## config.mk

```make
export PLATFORM = sky130hd
export DESIGN_NAME = mm_entry_array
export DESIGN_NICKNAME = d
export VERILOG_FILES = /design/src/rtl/ddp_mm_pkg.sv /design/src/rtl/mm_entry.sv /design/src/rtl/mm_entry_array.sv
export SDC_FILE = /design/constraint.sdc
export NUM_CORES = 2
export LEC_CHECK = 0
export CORE_ASPECT_RATIO = 1.2
export CORE_MARGIN = 3
export CORE_UTILIZATION = 45
export DETAILED_ROUTE_END_ITERATION = 6
export GPL_TIMING_DRIVEN = 1
export PLACE_DENSITY = 0.72
export SLEW_MARGIN = 15
export SYNTH_ARGS = -nofsm -noshare
export SYNTH_HDL_FRONTEND = slang
export SYNTH_HIERARCHICAL = 1
export SYNTH_SLANG_ARGS = --single-unit
```

## constraint.sdc

```tcl
create_clock -name CP -period 4.3 [get_ports CP]
set_input_delay 1.075 -clock CP [delete_from_list [all_inputs] [get_ports CP]]
set_output_delay 1.075 -clock CP [all_outputs]
set_load 0.1 [all_outputs]
```

## src/rtl/ddp_mm_pkg.sv

```systemverilog
// Shared constants and types for the matching-memory entry array.
package ddp_mm_pkg;

    localparam int unsigned N_ENTRY = 20;
    localparam int unsigned ADDR_W  = 6;
    localparam int unsigned KEY_W   = 16;
    localparam int unsigned DATA_W  = 16;

    typedef enum logic [1:0] {
        StIdle  = 2'd0,
        StMatch = 2'd1,
        StAct   = 2'd2,
        StOut   = 2'd3
    } mm_state_e;

    typedef struct packed {
        logic              valid;
        logic              lr;
        logic [KEY_W-1:0]  key;
        logic [DATA_W-1:0] data;
    } mm_entry_t;

endpackage

```

## src/rtl/mm_entry.sv

```systemverilog
// One matching-memory entry: valid/lr/key/data registers, write port,
// synchronous clear, and the key comparator that produces its FIRE bit.
module mm_entry #(
    parameter int unsigned KEY_W  = 16,
    parameter int unsigned DATA_W = 16
) (
    input  logic              clk_i,
    input  logic              rst_ni,
    input  logic              wr_i,
    input  logic              clr_i,
    input  logic              lr_i,
    input  logic [KEY_W-1:0]  key_i,
    input  logic [DATA_W-1:0] data_i,
    input  logic              cmp_en_i,
    input  logic [KEY_W-1:0]  cmp_key_i,
    output logic              valid_o,
    output logic              lr_o,
    output logic [DATA_W-1:0] data_o,
    output logic              fire_o
);

    logic              valid_q, valid_d;
    logic              lr_q, lr_d;
    logic [KEY_W-1:0]  key_q, key_d;
    logic [DATA_W-1:0] data_q, data_d;

    // Next-state: a write wins over a clear; both never arrive together.
    always_comb begin
        valid_d = valid_q;
        lr_d    = lr_q;
        key_d   = key_q;
        data_d  = data_q;
        if (wr_i) begin
            valid_d = 1'b1;
            lr_d    = lr_i;
            key_d   = key_i;
            data_d  = data_i;
        end else if (clr_i) begin
            valid_d = 1'b0;
        end
    end

    // Entry registers with synchronous active-low reset.
    always_ff @(posedge clk_i) begin
        if (!rst_ni) begin
            valid_q <= 1'b0;
            lr_q    <= 1'b0;
            key_q   <= '0;
            data_q  <= '0;
        end else begin
            valid_q <= valid_d;
            lr_q    <= lr_d;
            key_q   <= key_d;
            data_q  <= data_d;
        end
    end

    assign valid_o = valid_q;
    assign lr_o    = lr_q;
    assign data_o  = data_q;
    assign fire_o  = valid_q & cmp_en_i & (key_q == cmp_key_i);

endmodule

```

## src/rtl/mm_entry_array.sv

```systemverilog
// Matching-memory entry array: holds one incoming packet, searches all
// entries for its key, then executes the controller's store/delete command
// and presents matched pairs or bypassed packets on the output port.
// Optional occupancy counter output OCC is enabled by defining DDP_MM_OCC_EN.
module mm_entry_array #(
    parameter int unsigned N_ENTRY = ddp_mm_pkg::N_ENTRY,
    parameter int unsigned KEY_W   = ddp_mm_pkg::KEY_W,
    parameter int unsigned DATA_W  = ddp_mm_pkg::DATA_W
) (
    input  logic                          CP,
    input  logic                          MR,
    input  logic                          IN_REQ,
    output logic                          IN_ACK,
    input  logic                          IN_MF,
    input  logic                          IN_LR,
    input  logic [KEY_W-1:0]              IN_KEY,
    input  logic [DATA_W-1:0]             IN_DATA,
    output logic [N_ENTRY-1:0]            FIRE,
    output logic [N_ENTRY-1:0]            VALID,
    output logic                          MF,
    input  logic [N_ENTRY-1:0]            EN,
    input  logic                          WR_E,
    input  logic                          DEL,
    input  logic [ddp_mm_pkg::ADDR_W-1:0] ADDR,
    output logic                          OUT_REQ,
    input  logic                          OUT_ACK,
    output logic                          OUT_PAIR,
    output logic [KEY_W-1:0]              OUT_KEY,
    output logic [DATA_W-1:0]             OUT_L,
    output logic [DATA_W-1:0]             OUT_R,
`ifdef DDP_MM_OCC_EN
    output logic                          OVF,
    output logic [ddp_mm_pkg::ADDR_W-1:0] OCC
`else
    output logic                          OVF
`endif
);

    import ddp_mm_pkg::*;

    mm_state_e         state_q, state_d;
    logic              mf_q, mf_d;
    logic              lr_q, lr_d;
    logic [KEY_W-1:0]  key_q, key_d;
    logic [DATA_W-1:0] data_q, data_d;
    logic              en_any_q, en_any_d;
    logic              ovf_q, ovf_d;
    logic              out_pair_q, out_pair_d;
    logic [KEY_W-1:0]  out_key_q, out_key_d;
    logic [DATA_W-1:0] out_l_q, out_l_d;
    logic [DATA_W-1:0] out_r_q, out_r_d;

    logic [N_ENTRY-1:0] ent_valid, ent_lr, ent_fire, ent_wr, ent_clr, addr_dec;
    logic [DATA_W-1:0]  ent_data [N_ENTRY];
    logic [DATA_W-1:0]  rd_data;
    logic               act, addr_ok, do_del, do_wr, cmp_en;

    // Stored side is kept per entry for debug visibility only.
    logic unused_lr;
    assign unused_lr = ^ent_lr;

    // Decode ADDR; out-of-range addresses decode to no entry at all.
    always_comb begin
        addr_dec = '0;
        for (int i = 0; i < int'(N_ENTRY); i++) begin
            addr_dec[i] = (ADDR == ADDR_W'(i));
        end
    end

    assign act     = (state_q == StAct);
    assign addr_ok = |addr_dec;
    assign do_del  = act & mf_q & DEL;
    assign do_wr   = act & mf_q & ~DEL & WR_E & en_any_q;
    assign ent_clr = {N_ENTRY{do_del}} & addr_dec;
    assign ent_wr  = {N_ENTRY{do_wr}} & addr_dec;
    assign cmp_en  = (state_q == StMatch) & mf_q;

    // Read mux for the partner entry selected by ADDR.
    always_comb begin
        rd_data = '0;
        for (int i = 0; i < int'(N_ENTRY); i++) begin
            rd_data = rd_data | (ent_data[i] & {DATA_W{addr_dec[i]}});
        end
    end

    for (genvar g = 0; g < int'(N_ENTRY); g++) begin : g_entry
        mm_entry #(
            .KEY_W  (KEY_W),
            .DATA_W (DATA_W)
        ) u_entry (
            .clk_i     (CP),
            .rst_ni    (MR),
            .wr_i      (ent_wr[g]),
            .clr_i     (ent_clr[g]),
            .lr_i      (lr_q),
            .key_i     (key_q),
            .data_i    (data_q),
            .cmp_en_i  (cmp_en),
            .cmp_key_i (key_q),
            .valid_o   (ent_valid[g]),
            .lr_o      (ent_lr[g]),
            .data_o    (ent_data[g]),
            .fire_o    (ent_fire[g])
        );
    end

    // Packet FSM: capture, search, act on the controller command, present output.
    always_comb begin
        state_d    = state_q;
        mf_d       = mf_q;
        lr_d       = lr_q;
        key_d      = key_q;
        data_d     = data_q;
        en_any_d   = en_any_q;
        ovf_d      = ovf_q;
        out_pair_d = out_pair_q;
        out_key_d  = out_key_q;
        out_l_d    = out_l_q;
        out_r_d    = out_r_q;
        unique case (state_q)
            StIdle: begin
                if (IN_REQ) begin
                    mf_d    = IN_MF;
                    lr_d    = IN_LR;
                    key_d   = IN_KEY;
                    data_d  = IN_DATA;
                    state_d = StMatch;
                end
            end
            StMatch: begin
                en_any_d = |EN;
                state_d  = StAct;
            end
            StAct: begin
                state_d = StIdle;
                if (!mf_q) begin
                    out_pair_d = 1'b0;
                    out_key_d  = key_q;
                    out_l_d    = data_q;
                    out_r_d    = '0;
                    state_d    = StOut;
                end else if (DEL) begin
                    if (addr_ok) begin
                        out_pair_d = 1'b1;
                        out_key_d  = key_q;
                        out_l_d    = lr_q ? rd_data : data_q;
                        out_r_d    = lr_q ? data_q : rd_data;
                        state_d    = StOut;
                    end
                end else if (WR_E) begin
                    // Full array or bad address: the packet is lost.
                    if (!en_any_q || !addr_ok) begin
                        ovf_d = 1'b1;
                    end
                end
            end
            StOut: begin
                if (OUT_ACK) begin
                    state_d = StIdle;
                end
            end
            default: state_d = StIdle;
        endcase
    end

    // Control and output registers with synchronous active-low reset.
    always_ff @(posedge CP) begin
        if (!MR) begin
            state_q    <= StIdle;
            mf_q       <= 1'b0;
            lr_q       <= 1'b0;
            key_q      <= '0;
            data_q     <= '0;
            en_any_q   <= 1'b0;
            ovf_q      <= 1'b0;
            out_pair_q <= 1'b0;
            out_key_q  <= '0;
            out_l_q    <= '0;
            out_r_q    <= '0;
        end else begin
            state_q    <= state_d;
            mf_q       <= mf_d;
            lr_q       <= lr_d;
            key_q      <= key_d;
            data_q     <= data_d;
            en_any_q   <= en_any_d;
            ovf_q      <= ovf_d;
            out_pair_q <= out_pair_d;
            out_key_q  <= out_key_d;
            out_l_q    <= out_l_d;
            out_r_q    <= out_r_d;
        end
    end

    assign IN_ACK   = (state_q == StIdle);
    assign OUT_REQ  = (state_q == StOut);
    assign FIRE     = ent_fire;
    assign VALID    = ent_valid;
    assign MF       = mf_q;
    assign OVF      = ovf_q;
    assign OUT_PAIR = out_pair_q;
    assign OUT_KEY  = out_key_q;
    assign OUT_L    = out_l_q;
    assign OUT_R    = out_r_q;

`ifdef DDP_MM_OCC_EN
    logic [ADDR_W-1:0] occ_q, occ_d;
    logic              occ_inc, occ_dec;

    // Count only real occupancy changes, in step with the VALID update.
    assign occ_inc = |(ent_wr & ~ent_valid);
    assign occ_dec = |(ent_clr & ent_valid);

    // Occupancy next-state.
    always_comb begin
        occ_d = occ_q;
        if (occ_inc) begin
            occ_d = occ_q + ADDR_W'(1);
        end else if (occ_dec) begin
            occ_d = occ_q - ADDR_W'(1);
        end
    end

    // Occupancy register.
    always_ff @(posedge CP) begin
        if (!MR) begin
            occ_q <= '0;
        end else begin
            occ_q <= occ_d;
        end
    end

    assign OCC = occ_q;
`endif

endmodule

```

==> impl_metrics.ini <==
[clock_tree]
cts_tree = built
cts_sinks = 747
clkTransAtPathRegs_ns = 0.06
ctsHoldBuffers = 0
worst_skew_pair.late_latency_ns = 0.62
htree_num_levels = 3
cts-buffers-inserted = 75
clk_root_buffer_cell = sky130_fd_sc_hd__clkbuf_16
max-clock-path-buffers = 3

[finish]
finalNetCount = 3630
final.fill_count = 6583
multi_input_area_um2 = 18900
layoutNonFillerInstCount = 4630
post_route_cells_drive_above_1_share_pct = 11.2
seqCellArea_um2 = 15000
area_growth_syn_to_fin_pct = 19.3
antennaDiodeCount = 0
final_core_utilization_pct = 54.5

[placement]
io_buffers = 158
placement_stage_worst_setup_slack_ns = 0.214
placed_insts = 4495
dp_wirelength_um = 65400
finalWeightedCongestion = 0.937

[die]
fp.dieH_um = 309
die_area_um2 = 80100
initial_utilization_pct = 45.7
floorplan.core_area_um2 = 75600
floorplan.die.width_um = 259
placementRows = 110
design.portCount = 159

[global_route]
globalRouteOverflowTotal = 0
number_of_global_route_vias_before_repair = 24900
wire_length_of_the_first_global_routing_pass_um = 153000
antenna_found_initial = 0
pin_count_of_the_biggest_net_entering_global_routing = 157
globalRouteTotalUtil_pct = 24.6

[routing]
post_drt_wl_per_cell_um = 21.7
antenna_left = 0
wirelength_um = 100000
firstDrtPassIters = 6
drc_errors = 0
drt-vias-per-instance = 5.47
vias = 25300
drt_first_iter_violations = 2005

[sta]
post-route-worst-setup-slack_ns = 0.143
hold_viol = 0
timing.final.setup_violations = 0
fin_tns_setup_ns = 0
maxSlewHeadroom_pct = 20.1
timing.final.crit_period_ns = 4.16
max_freq_mhz = 241
rsz_0062_raised_after_global_routing = no
worst_pin_slew_ns = 1.20
skew_ns = 0.0278
layout_worst_path_cycle_share_pct = 96.7
timing_max_transition_violations_final = 0

[critical_path]
timing.critical_path.arrival_ns = 3.08
largest_fanout_on_the_critical_path = 20
endpoint_kind = output port
critical_path_class = reg2out
timing.critical_path.required_ns = 3.22
setup.worst_path.start_class = register

[power]
leakage_nw = 12.7
vdd_ir_drop_max_mv = 0.228
power_density_nw_per_um2 = 367

[flow_run]
cap_violations = 0

[synth]
synth.avg_cell_area_um2 = 10.2
yosys_warnings = 6
syn-instance-count = 3372
synthesis.area_um2 = 34500
post_synth_net_total = 3438

[min_path]
min-delay-path-class = reg2reg

[outcome]
status = completed
## stage by stage
stage	hold WS (ns)	power, mW	area (µm²)
global placement	0.451	8.56	38600
detailed placement	0.460	8.57	38600
global route	0.481	15.6	41200
floorplan	0.474	8.01	34700
CTS	0.469	15.2	41200
finish	0.464	15.1	41200
## power by group
| part | switching (mW) | internal [mW] | total [mW] |
|---|---|---|---|
| combinational | 0.751 | 0.519 | 1.27 |
| sequential | 0.189 | 6.96 | 7.15 |
| clock | 2.73 | 3.96 | 6.69 |
| total | 3.67 | 11.4 | 15.1 |
## layout by cell type (no fill, tap or decap), types with 22 or more instances in the layout
master                            instances
sky130_fd_sc_hd__xor2_1                  60
sky130_fd_sc_hd__buf_12                  54
sky130_fd_sc_hd__nand3_1                 43
sky130_fd_sc_hd__xnor2_1                260
sky130_fd_sc_hd__nand2_1                158
sky130_fd_sc_hd__nor2b_1                664
sky130_fd_sc_hd__a22o_1                  25
sky130_fd_sc_hd__nand4_1                 73
sky130_fd_sc_hd__a22oi_1                 37
sky130_fd_sc_hd__dfxtp_1                730
sky130_fd_sc_hd__clkbuf_16               79
sky130_fd_sc_hd__clkdlybuf4s50_1        135
sky130_fd_sc_hd__clkbuf_1                22
sky130_fd_sc_hd__mux2i_1                662
sky130_fd_sc_hd__nor2_1                  39
sky130_fd_sc_hd__o21a_1                  23
sky130_fd_sc_hd__a21boi_0                52
sky130_fd_sc_hd__buf_4                  132
sky130_fd_sc_hd__nor2_4                  23
## cell type report
type                    count  area share [%]
clock buffers             121            5.67
multi-input cells        2410            46.0
inverters                   6          0.0547
repair buffers            324            8.38
flip-flops and latches    747            36.4
well taps                1008            3.06
clock inverters            14           0.441
## routing by layer
metal / vias to the layer above / track usage, % / share of wire [%]
met2: 806 / 40.6 / 47
met5: - / 0 / 0
met3: 185 / 3.67 / 6.1
met1: 12300 / 32.1 / 43
li1: 12000 / - / -
met4: 0 / 10.3 / 3.8
## critical path, cell delays in order, from the launching register on
cell and delay, ns:
sky130_fd_sc_hd__dfxtp_1 0.40, sky130_fd_sc_hd__nor2b_4 0.18, sky130_fd_sc_hd__and2_1 0.19, sky130_fd_sc_hd__buf_12 0.24, sky130_fd_sc_hd__nand3_1 0.11, sky130_fd_sc_hd__or4_1 0.58, sky130_fd_sc_hd__nor4_4 0.45, sky130_fd_sc_hd__buf_12 0.24
## final timing paths
| check | cells after the start | end | startpoint | slack, ns |
|---|---|---|---|---|
| worst max-delay path | 7 | FIRE[13] | state_q[1] | 0.14 |
| worst min-delay path | 2 | OUT_KEY[14] | OUT_KEY[14] | 0.46 |
| worst max register to register | 8 | g_entry[10].u_entry/data_o[6] | state_q[1] | 1.55 |
| worst min register to register | 2 | OUT_KEY[14] | OUT_KEY[14] | 0.46 |
## flip-flops by register name, summed over array words and instances (netlist names)
signal	flops
g_entry.u_entry/valid_o	20
data_q	16
MF	1
en_any_q	1
key_q	16
OUT_KEY	16
OUT_R	16
OUT_L	16
g_entry.u_entry/key_q	320
OVF	1
g_entry.u_entry/data_o	320
OUT_PAIR	1
lr_q	1
state_q	2
## timing repair
action / in CTS / in global routing
hold endpoints to repair: 0 / 0
endpoints found under the setup margin: 0 / 2
buffers inserted: 0 / 0
gates resized for setup: 0 / 3
Note: power is estimated with default switching activity, not from simulation.
